`config.mk`:
```
export PLATFORM = sky130hd
export DESIGN_NAME = distance_filter_flat
export DESIGN_NICKNAME = d
export VERILOG_FILES = /design/src/rtl/sensor_pkg.sv /design/src/rtl/distance_filter_if.sv /design/src/rtl/dist_ring_buf.sv /design/src/rtl/distance_filter.sv /design/src/flat_wrapper.sv
export SDC_FILE = /design/constraint.sdc
export NUM_CORES = 1
export LEC_CHECK = 0
export ABC_AREA = 1
export CAP_MARGIN = 20
export CORE_MARGIN = 4
export CORE_UTILIZATION = 55
export CTS_BUF_LIST = sky130_fd_sc_hd__clkbuf_16
export CTS_CLUSTER_DIAMETER = 60
export CTS_CLUSTER_SIZE = 20
export DETAILED_ROUTE_END_ITERATION = 6
export GPL_ROUTABILITY_DRIVEN = 0
export PLACE_DENSITY = 0.72
export SYNTH_ARGS = -nofsm -noshare
export SYNTH_HDL_FRONTEND = slang
export SYNTH_SLANG_ARGS = --single-unit
```
`constraint.sdc`:
```
create_clock -name clock -period 3.4 [get_ports clock]
set_clock_uncertainty 0.2 [all_clocks]
set_input_delay 0.68 -clock clock [delete_from_list [all_inputs] [get_ports clock]]
set_output_delay 0.68 -clock clock [all_outputs]
set_load 0.005 [all_outputs]
```
`src/rtl/sensor_pkg.sv`:
```
// Shared definitions for the ultrasonic ranging chain (ranger, distance filter, buzzer).
package sensor_pkg;

   localparam int DW_DEF     = 8;
   localparam int MIN_CM_DEF = 2;
   localparam int MAX_CM_DEF = 200;

   typedef enum logic [1:0] {
      S_EMPTY = 2'd0,
      S_TRACK = 2'd1,
      S_STALE = 2'd2
   } filt_state_e;

   function automatic logic [7:0] sat_inc8(input logic [7:0] v);
      logic [7:0] r;
      if (v == 8'hFF) begin
         r = v;
      end else begin
         r = v + 8'd1;
      end
      return r;
   endfunction

endpackage

```
`src/rtl/distance_filter_if.sv`:
```
// Raw-sample / filtered-result bundle between the ranger, the filter and its consumers.
interface distance_filter_if import sensor_pkg::*; #(
   parameter int DW = DW_DEF
) ();
   logic          in_valid;
   logic [DW-1:0] in_distance;
   logic          out_valid;
   logic [DW-1:0] out_distance;
   logic          out_stale;
   logic [7:0]    reject_count;

   modport master (
      output in_valid, in_distance,
      input  out_valid, out_distance, out_stale, reject_count
   );

   modport slave (
      input  in_valid, in_distance,
      output out_valid, out_distance, out_stale, reject_count
   );
endinterface

```
`src/rtl/dist_ring_buf.sv`:
```
// DEPTH x DW sample window: single-slot write at wr_ptr, or fill every slot at once (prime).
module dist_ring_buf import sensor_pkg::*; #(
   parameter int DW         = DW_DEF,
   parameter int DEPTH_LOG2 = 2
) (
   input  logic                  clock,
   input  logic                  resetn,
   input  logic                  wr_en,
   input  logic                  prime,
   input  logic [DEPTH_LOG2-1:0] wr_ptr,
   input  logic [DW-1:0]         wr_data,
   output logic [DW-1:0]         oldest
);
   localparam int DEPTH = 1 << DEPTH_LOG2;

   logic [DW-1:0] slot_r [DEPTH];

   // Slot storage; prime takes priority over a single-slot write
   always_ff @(posedge clock or negedge resetn) begin
      if (!resetn) begin
         for (int i = 0; i < DEPTH; i++) begin
            slot_r[i] <= '0;
         end
      end else if (prime) begin
         for (int i = 0; i < DEPTH; i++) begin
            slot_r[i] <= wr_data;
         end
      end else if (wr_en) begin
         slot_r[wr_ptr] <= wr_data;
      end
   end

   // The slot about to be overwritten is the oldest sample in the window
   assign oldest = slot_r[wr_ptr];

endmodule

```
`src/rtl/distance_filter.sv`:
```
// Range-gates raw ultrasonic samples, outputs a DEPTH-sample moving average and flags stale data.
module distance_filter import sensor_pkg::*; #(
   parameter int DW           = DW_DEF,
   parameter int DEPTH_LOG2   = 2,
   parameter int MIN_CM       = MIN_CM_DEF,
   parameter int MAX_CM       = MAX_CM_DEF,
   parameter int STALE_CYCLES = 25000000
) (
   input logic              clock,
   input logic              resetn,
   distance_filter_if.slave bus
);
   localparam int              SW        = DW + DEPTH_LOG2;
   localparam int              TW        = $clog2(STALE_CYCLES + 1);
   localparam logic [DW-1:0]   MIN_V     = DW'(MIN_CM);
   localparam logic [DW-1:0]   MAX_V     = DW'(MAX_CM);
   localparam logic [TW-1:0]   LIM_V     = TW'(STALE_CYCLES);
   localparam logic [TW-1:0]   PRE_LIM_V = TW'(STALE_CYCLES - 1);

   logic                  s1_valid_r;
   logic                  s1_ok_r;
   logic [DW-1:0]         s1_data_r;
   filt_state_e           state_r;
   filt_state_e           state_nxt_s;
   logic [SW-1:0]         sum_r;
   logic [SW-1:0]         sum_nxt_s;
   logic [TW-1:0]         timer_r;
   logic [TW-1:0]         timer_nxt_s;
   logic [DEPTH_LOG2-1:0] wr_ptr_r;
   logic [DW-1:0]         oldest_s;
   logic [7:0]            reject_count_r;
   logic                  out_valid_r;
   logic                  out_stale_r;
   logic [DW-1:0]         out_distance_r;
   logic                  in_range_s;
   logic                  accept_s;
   logic                  reject_s;
   logic                  prime_s;
   logic                  track_s;
   logic                  timer_hit_s;

   assign in_range_s  = (bus.in_distance >= MIN_V) && (bus.in_distance <= MAX_V);
   assign accept_s    = s1_valid_r & s1_ok_r;
   assign reject_s    = s1_valid_r & ~s1_ok_r;
   assign prime_s     = accept_s & (state_r != S_TRACK);
   assign track_s     = accept_s & (state_r == S_TRACK);
   assign timer_hit_s = (timer_r == PRE_LIM_V);

   // Stage 1: capture the sample together with its range verdict
   always_ff @(posedge clock or negedge resetn) begin
      if (!resetn) begin
         s1_valid_r <= 1'b0;
         s1_ok_r    <= 1'b0;
         s1_data_r  <= '0;
      end else begin
         s1_valid_r <= bus.in_valid;
         s1_ok_r    <= in_range_s;
         s1_data_r  <= bus.in_distance;
      end
   end

   // Running sum and stale timer next values; an accepted sample always clears the timer
   always_comb begin
      sum_nxt_s   = sum_r;
      timer_nxt_s = timer_r;
      if (prime_s) begin
         sum_nxt_s = SW'(s1_data_r) << DEPTH_LOG2;
      end else if (track_s) begin
         sum_nxt_s = sum_r + SW'(s1_data_r) - SW'(oldest_s);
      end else begin
         sum_nxt_s = sum_r;
      end
      if (accept_s) begin
         timer_nxt_s = '0;
      end else if (timer_r < LIM_V) begin
         timer_nxt_s = timer_r + 1'b1;
      end else begin
         timer_nxt_s = timer_r;
      end
   end

   // Tracking state: any accepted sample wins over a simultaneous timeout
   always_comb begin
      state_nxt_s = state_r;
      case (state_r)
         S_EMPTY: begin
            if (accept_s) state_nxt_s = S_TRACK;
            else          state_nxt_s = S_EMPTY;
         end
         S_TRACK: begin
            if (accept_s)         state_nxt_s = S_TRACK;
            else if (timer_hit_s) state_nxt_s = S_STALE;
            else                  state_nxt_s = S_TRACK;
         end
         S_STALE: begin
            if (accept_s) state_nxt_s = S_TRACK;
            else          state_nxt_s = S_STALE;
         end
         default: state_nxt_s = S_EMPTY;
      endcase
   end

   // FSM, sum, timer and window pointer registers
   always_ff @(posedge clock or negedge resetn) begin
      if (!resetn) begin
         state_r  <= S_EMPTY;
         sum_r    <= '0;
         timer_r  <= '0;
         wr_ptr_r <= '0;
      end else begin
         state_r  <= state_nxt_s;
         sum_r    <= sum_nxt_s;
         timer_r  <= timer_nxt_s;
         if (track_s) begin
            wr_ptr_r <= wr_ptr_r + 1'b1;
         end
      end
   end

   // Stage 2 outputs; out_distance only moves on an accepted sample
   always_ff @(posedge clock or negedge resetn) begin
      if (!resetn) begin
         out_valid_r    <= 1'b0;
         out_stale_r    <= 1'b1;
         out_distance_r <= '0;
         reject_count_r <= 8'd0;
      end else begin
         out_valid_r <= accept_s;
         out_stale_r <= (state_nxt_s != S_TRACK);
         if (accept_s) begin
            out_distance_r <= sum_nxt_s[SW-1:DEPTH_LOG2];
         end
         if (reject_s) begin
            reject_count_r <= sat_inc8(reject_count_r);
         end
      end
   end

   dist_ring_buf #(
      .DW         (DW),
      .DEPTH_LOG2 (DEPTH_LOG2)
   ) u_ring (
      .clock   (clock),
      .resetn  (resetn),
      .wr_en   (track_s),
      .prime   (prime_s),
      .wr_ptr  (wr_ptr_r),
      .wr_data (s1_data_r),
      .oldest  (oldest_s)
   );

   assign bus.out_valid    = out_valid_r;
   assign bus.out_stale    = out_stale_r;
   assign bus.out_distance = out_distance_r;
   assign bus.reject_count = reject_count_r;

endmodule

```
`src/flat_wrapper.sv`:
```
// flat-port wrapper written by rule: the top's interface ports become plain ports
module distance_filter_flat import sensor_pkg::*;
#(
   parameter int DW           = DW_DEF,
   parameter int DEPTH_LOG2   = 2,
   parameter int MIN_CM       = MIN_CM_DEF,
   parameter int MAX_CM       = MAX_CM_DEF,
   parameter int STALE_CYCLES = 25000000
)
  (clock, resetn, bus_in_valid, bus_in_distance, bus_out_valid, bus_out_distance, bus_out_stale, bus_reject_count);
  distance_filter_if #(.DW(DW)) bus_i ();
  input logic clock;
  input logic resetn;
  input wire logic [$bits(bus_i.in_valid)-1:0] bus_in_valid;
  input wire logic [$bits(bus_i.in_distance)-1:0] bus_in_distance;
  output wire logic [$bits(bus_i.out_valid)-1:0] bus_out_valid;
  output wire logic [$bits(bus_i.out_distance)-1:0] bus_out_distance;
  output wire logic [$bits(bus_i.out_stale)-1:0] bus_out_stale;
  output wire logic [$bits(bus_i.reject_count)-1:0] bus_reject_count;
  assign bus_i.in_valid = bus_in_valid;
  assign bus_i.in_distance = bus_in_distance;
  assign bus_out_valid = bus_i.out_valid;
  assign bus_out_distance = bus_i.out_distance;
  assign bus_out_stale = bus_i.out_stale;
  assign bus_reject_count = bus_i.reject_count;
  distance_filter #(.DW(DW), .DEPTH_LOG2(DEPTH_LOG2), .MIN_CM(MIN_CM), .MAX_CM(MAX_CM), .STALE_CYCLES(STALE_CYCLES)) u_core (.clock(clock), .resetn(resetn), .bus(bus_i));
endmodule
```
==> results.tsv <==
stage	metric	value	unit
timing	rsz0062_at_grt	false	
global_route	grt_usage	23.3	%
place	numPortBuffers	28	
routing	wire_per_inst	14.1	um
power_and_ir_drop	p_clk_share	19.6	%
timing	fin_crit_sh	89.8	%
cts	root_buffer	clkbuf_16	
worst_setup_path	crit_path_cell_trace	inv_1 -> o21ai_0 -> o22ai_1 -> fa_1 -> inv_1 -> ha_1 -> a21oi_1 -> nand2_1 -> nand2_1 -> nand3_1 -> nand2_1 -> nand2_1 -> nand2_1 -> nand2_1 -> nand2_1 -> nand2_1	
global_route	grt_pass1_vias	4527	
worst_setup_path	critPathSlowestCell	fa_1	
worst_setup_path	crit_top_cell	nand2_1	
cts	htree_levels	3	
power_and_ir_drop	p_comb_share	48.2	%
routing	wirelength	12300	um
yosys	yosysWarningCount	0	
cts	post_cts_buffers	0	
power_and_ir_drop	peakVddDrop	565	uV
worst_setup_path	end_kind	register	
floorplanning	die_w	108	um
floorplanning	io-pin-count	29	
yosys	synth_top_area_share	44.4	%
cts	cts_resized	0	
timing	relSlewSlack	29.1	%
finish	final_common_cell	nand2_1	
run	maxCapViolCount	0	
finish	finalNonFillerCells	874	
floorplanning	core_area	9770	um^2
routing	drt_iter0_drc	287	
power_and_ir_drop	power_leakage	2.98	nW
worst_setup_path	critPathArrivalTime	3.10	ns
cts	clkSinkCount	99	
timing	setup_tns	0	ns
cts	hold_buffers	0	
finish	area_growth	12.5	%
place	hpwl	8830	um
floorplanning	die_h	108	um
min_path	min_path_type	primary input to asynchronous set/reset pin	
worst_setup_path	ff2ff_setup_slack	0.35	ns
yosys	seq_area_frac_synth	44.9	%
cts	cts_tree	done	
yosys	synth_area	5520	um^2
worst_setup_path	worstSetupPathType	register to register	
cts	clk_pin_slew	0.08	ns
yosys	syn-num-nets	747	
global_route	grt_max_degree	57	
yosys	syn_avg_cell_area	7.75	um^2
timing	setup_violations	0	
routing	vias	4611	
power_and_ir_drop	power_density	875	nW/um^2
timing	worst_slew_pin_slew	1.06	ns
place	placedCellCount	858	
cts	cts_buffers	9	
worst_setup_path	cp-start-kind	register	
worst_setup_path	cp.required	3.45	ns
floorplanning	row_count	36	
cts	cts_max_path_buffers	2	
finish	fin_nets	771	
finish	n_antenna_cell	0	
worst_setup_path	crit_fanout	18	
power_and_ir_drop	p_int	3.16	mW
timing	max_freq	328	MHz
timing	finalCriticalPeriod	3.05	ns
routing	routed_via_density	5.28	
global_route	grt_pass1_wl	21400	um
timing	hold_violations	0	
routing	drcViolationCount	0	
yosys	synth_area_leaders	dfrtp_1 (44%), nand2_1 (14%), nor2_1 (5.8%)	
finish	drive_gt1_share	5.40	%
finish	final_cell_mix	nand2_1 (211), dfrtp_1 (97), nor2_1 (86)	
routing	dr.pass1.iters	6	
status	status	complete, no violations	
timing	final-max-slew-violation-count	0	
power_and_ir_drop	seqPwrFrac	32.2	%
yosys	netlist_instances	712	
floorplanning	start_util	56.5	%
yosys	yosysTopAreaCell	dfrtp_1	
worst_setup_path	critical_path.max_stage_delay	0.44	ns
global_route	grt-ovfl-total	0	
global_route	antenna_found_initial	0	
yosys	synth_seq_cells	99	
power_and_ir_drop	switching_share	41.8	%
routing	ant_nets	0	
power_and_ir_drop	p_sw	2.27	mW
cts	insertion_delay	0.36	ns
yosys	synth_cell_types	38	
floorplanning	die_area	11700	um^2
critical path: cells and delay by family, from the launching register on:
family	cells	cell delay [ns]
buffers and inverters	2	0.44
flip-flops	1	0.39
AND/OR/NAND/NOR	9	0.59
adder cells (fa/ha/maj)	2	0.71
AO/OA/AOI/OAI	3	0.63
state kept, by name, indices dropped and copies added (netlist names):
name / cells
u_core.u_ring.slot_r: 32
u_core.timer_r: 25
u_core.sum_r: 10
u_core.bus.out_distance: 8
u_core.bus.reject_count: 8
u_core.s1_data_r: 8
u_core.state_r: 2
u_core.wr_ptr_r: 2
u_core.bus.out_stale: 1
u_core.bus.out_valid: 1
u_core.s1_ok_r: 1
u_core.s1_valid_r: 1
power groups by stage:
stage	clock, mW	combinational, mW	sequential [mW]
2_1_floorplan	0	1.99	1.70
3_3_place_gp	0	2.55	1.76
3_5_place_dp	0	2.62	1.76
4_1_cts	1.09	2.63	1.74
5_1_grt	1.14	3.11	1.79
6_report	1.07	2.62	1.75
layer usage:
metal	global-route usage, %	share of wire, %
met1	31.1	46
met3	5.79	5.2
met5	0	0
met4	6.76	1.6
met2	38.0	47
layout make-up:
type | count | area, um^2
inverter | 78 | 297
clock inverter | 7 | 82.6
tap | 133 | 166
clock buffer | 9 | 225
multi-input combinational | 514 | 2630
fill | 876 | 3560
sequential | 99 | 2480
timing repair buffer | 34 | 335
cell usage after synthesis:
cell	number
o21ai_4	1
nor2_4	1
or2_2	1
nand2_4	1
a31oi_1	1
nor2_1	86
buf_6	4
nand2_1	211
o211ai_1	4
inv_2	3
inv_1	74
a21oi_1	9
nand4_1	6
nor2_2	3
o2111ai_1	1
nor4_1	1
buf_1	2
nand3b_1	1
nor3b_2	1
nand3_1	53
buf_2	11
nor3b_1	1
nor3_2	1
o21ai_1	5
o21bai_1	2
ha_1	16
dfrtp_1	98
xnor2_1	13
nand2_2	2
clkbuf_1	4
dfstp_2	1
clkinv_1	1
nor3_1	6
o22ai_1	8
o21ai_0	58
a22o_1	2
fa_1	8
xor2_1	11
metrics by stage:
step	worst slack [ns]	hold slack, ns	area (um^2)	total power, mW	util [%]
2_1_floorplan	0.418	0.184	5520	3.68	-
3_3_place_gp	0.382	0.266	5900	4.31	60.4
3_5_place_dp	0.255	0.268	5900	4.37	60.4
4_1_cts	0.233	0.131	6210	5.46	63.5
5_1_grt	0.0144	0.153	6210	6.04	63.6
6_report	0.348	0.107	6210	5.44	63.6
final timing paths:
check	startpoint	to	depth (start not counted)
max in group asynchronous	resetn	u_core.bus.out_stale	2
hold / removal	resetn	u_core.u_ring.slot_r[17]	1
setup reg to reg	u_core.wr_ptr_r[0]	u_core.bus.out_distance[7]	16
setup / recovery	u_core.wr_ptr_r[0]	u_core.bus.out_distance[7]	16
min in group clock	u_core.u_ring.slot_r[22]	u_core.u_ring.slot_r[22]	2
hold reg to reg	u_core.u_ring.slot_r[22]	u_core.u_ring.slot_r[22]	2
kinds of logic (layout without fill, tap and decap cells):
family / count (synthesis) / in the layout / synth area share [%]
buffers and inverters: 99 / 128 / 7.52
adders and majority gates: 24 / 24 / 6.53
AOI/OAI and AO/OA: 91 / 91 / 9.13
and+or+nand+nor: 375 / 375 / 28.1
DFF: 99 / 99 / 44.9
xor gates and xnor gates: 24 / 24 / 3.81
Power figures use the tool's default switching activity.
==> RTL edit: new RTL, same flow settings <==
Reset style: synchronous (`resetn`), changed in 4 clocked blocks.
--- a/src/rtl/dist_ring_buf.sv
+++ b/src/rtl/dist_ring_buf.sv
@@ -16,7 +16,7 @@
    logic [DW-1:0] slot_r [DEPTH];
 
    // Slot storage; prime takes priority over a single-slot write
-   always_ff @(posedge clock or negedge resetn) begin
+   always_ff @(posedge clock) begin
       if (!resetn) begin
          for (int i = 0; i < DEPTH; i++) begin
             slot_r[i] <= '0;
--- a/src/rtl/distance_filter.sv
+++ b/src/rtl/distance_filter.sv
@@ -47,7 +47,7 @@
    assign timer_hit_s = (timer_r == PRE_LIM_V);
 
    // Stage 1: capture the sample together with its range verdict
-   always_ff @(posedge clock or negedge resetn) begin
+   always_ff @(posedge clock) begin
       if (!resetn) begin
          s1_valid_r <= 1'b0;
          s1_ok_r    <= 1'b0;
@@ -101,7 +101,7 @@
    end
 
    // FSM, sum, timer and window pointer registers
-   always_ff @(posedge clock or negedge resetn) begin
+   always_ff @(posedge clock) begin
       if (!resetn) begin
          state_r  <= S_EMPTY;
          sum_r    <= '0;
@@ -118,7 +118,7 @@
    end
 
    // Stage 2 outputs; out_distance only moves on an accepted sample
-   always_ff @(posedge clock or negedge resetn) begin
+   always_ff @(posedge clock) begin
       if (!resetn) begin
          out_valid_r    <= 1'b0;
          out_stale_r    <= 1'b1;
Function: differs if resetn is asserted again (counterexample within 4 cycles, from zero or initial values and one cycle with resetn low); with resetn held inactive, the same outputs for 4 cycles.
==> RTL edit against the original RTL <==
  * Via count grew 3.4%
  * Utilization shrank 0.37 points
  * Sequential cell count grew 2
  * Synthesized cell count grew 4.2%
  * Synthesized area shrank 1.3%
  * Final area shrank 1.0%
  * Routed wire length grew 3.4%
  * Worst setup slack gained 0.12 ns
  * Highest routed layer unchanged
Power is not compared: it rests on default switching activity, and its combinational part moved more than twofold at a synthesized area within 25%.
==> RTL edit: results <==
power_and_ir_drop:
  p_comb_share_pct: 10.7
  p_leak_nw: 2.62
  vdd_drop_max_uv: 218
  p_sw_mw: 0.660
  seq_power_mw: 1.30
routing:
  drtPass1Iterations: 5
  drt-initial-drc-count: 314
  post_drt_via_cell_ratio: 5.23
  wl_per_cell_um: 14.0
min_path:
  hp-start: "u_core.bus.out_distance[3]$_SDFFE_PN0P_"
  holdPathEnd: "u_core.bus.out_distance[3]$_SDFFE_PN0P_"
  hp-class: "reg -> reg"
  hold_depth: 2
worst_setup_path:
  critPathSlowestCell: "fa_1"
  arrival_ns: 2.97
  crit_path_max_fanout: 16
  cpPeakStageDelay_ns: 0.45
  cp-endpoint: "u_core.bus.out_distance[5]$_SDFFE_PN0P_"
  path_class: "reg -> reg"
  crit_family: "adder cells"
  rr_worst_depth: 14
  rrSetupSlack_ns: 0.47
yosys:
  syn-num-nets: 777
  async_flop_share_pct: 0
  ys_seq_area_share_pct: 43.0
  ys_types: 33
  synth_warnings: 0
  synth.area.top_cells: "dfxtp_1, edfxtp_1, nand2_1"
  synth_common_cells: "nand2_1, nor2_1, inv_1"
  synth_area_leader_cell: "dfxtp_1"
  synth_edf_count: 32
cts:
  cts_buffers: 9
  clock_path_buffers: 2
  cts_max_level: 3
  cts_resized: 0
  cts_setup_buffers: 0
  insertion_delay_ns: 0.35
  cts_root_buf: "clkbuf_16"
  clkTransAtPathRegs_ns: 0.07
cells_and_area:
  top_regs: "u_core.u_ring.slot_r (32), u_core.timer_r (25), u_core.sum_r (10)"
  final_nets: 808
  drive_gt1_share_pct: 4.88
  antennaDiodeCount: 0
grt:
  grt_pass1_vias: 4376
  grt_usage_pct: 23.3
  grt_pass1_wl_um: 21200
  grt_antenna_before_repair: 0
  grt_max_degree: 25
run_status:
  status: "completed"
place:
  placed_cell_area_um2: 5850
  io_buffers: 28
  hpwl_um: 9300
timing:
  worst_slew_pin_slew_ns: 0.802
==> RTL edit: cell count changes after synthesis, sizes merged, moves of 28 or more <==
cell / before / now
a21oi: 9 / 45
dfxtp: 0 / 69
edfxtp: 0 / 32
dfrtp: 98 / 0
nor2: 90 / 118
inv: 77 / 106
==> RTL edit: through the flow <==
stage          utilization [%]  cells  setup WS, ns  total power [mW]  hold slack (ns)
3_3_place_gp              60.1    895         0.571              1.59            0.240
6_report                  63.2    911         0.472              2.61            0.250
2_1_floorplan                -    742         0.576              1.51            0.247
3_5_place_dp              60.1    895         0.504              1.60            0.244
5_1_grt                   63.2    911         0.237              2.72            0.292
4_1_cts                   63.2    911         0.488              2.63            0.256
==> RTL edit: tightest hold or removal path, delay by kind of cell, from the launching register on <==
kind | cells | cell delay [ns]
flip-flops | 1 | 0.31
AND/OR/NAND/NOR | 2 | 0.10
==> RTL edit: metal layers <==
| layer | vias up | wire [µm] | global-route usage, % |
|---|---|---|---|
| li1 | 2399 | - | - |
| met1 | 2194 | 5870 | 31.6 |
| met2 | 145 | 5890 | 37.2 |
| met3 | 28 | 660 | 2.94 |
| met4 | 0 | 315 | 10.6 |
| met5 | - | 0 | 0 |
==> RTL edit: cell type report <==
class | instances | area [µm²]
clock buffer | 9 | 225
clock inverter | 7 | 72.6
fill | 886 | 3580
inverter | 106 | 398
multi-input combinational | 521 | 2620
sequential | 101 | 2340
tap | 133 | 166
timing repair buffer | 34 | 325
==> RTL edit: cell families after synthesis <==
group                      count (synthesis)  share of synthesized area (%)
buffers and inverters                    120                           8.94
adders and majority gates                 24                           6.62
and+or+nand+nor                          379                           28.8
DFF                                      101                           43.0
AOI/OAI and AO/OA                        100                           9.76
xor gates and xnor gates                  18                           2.89
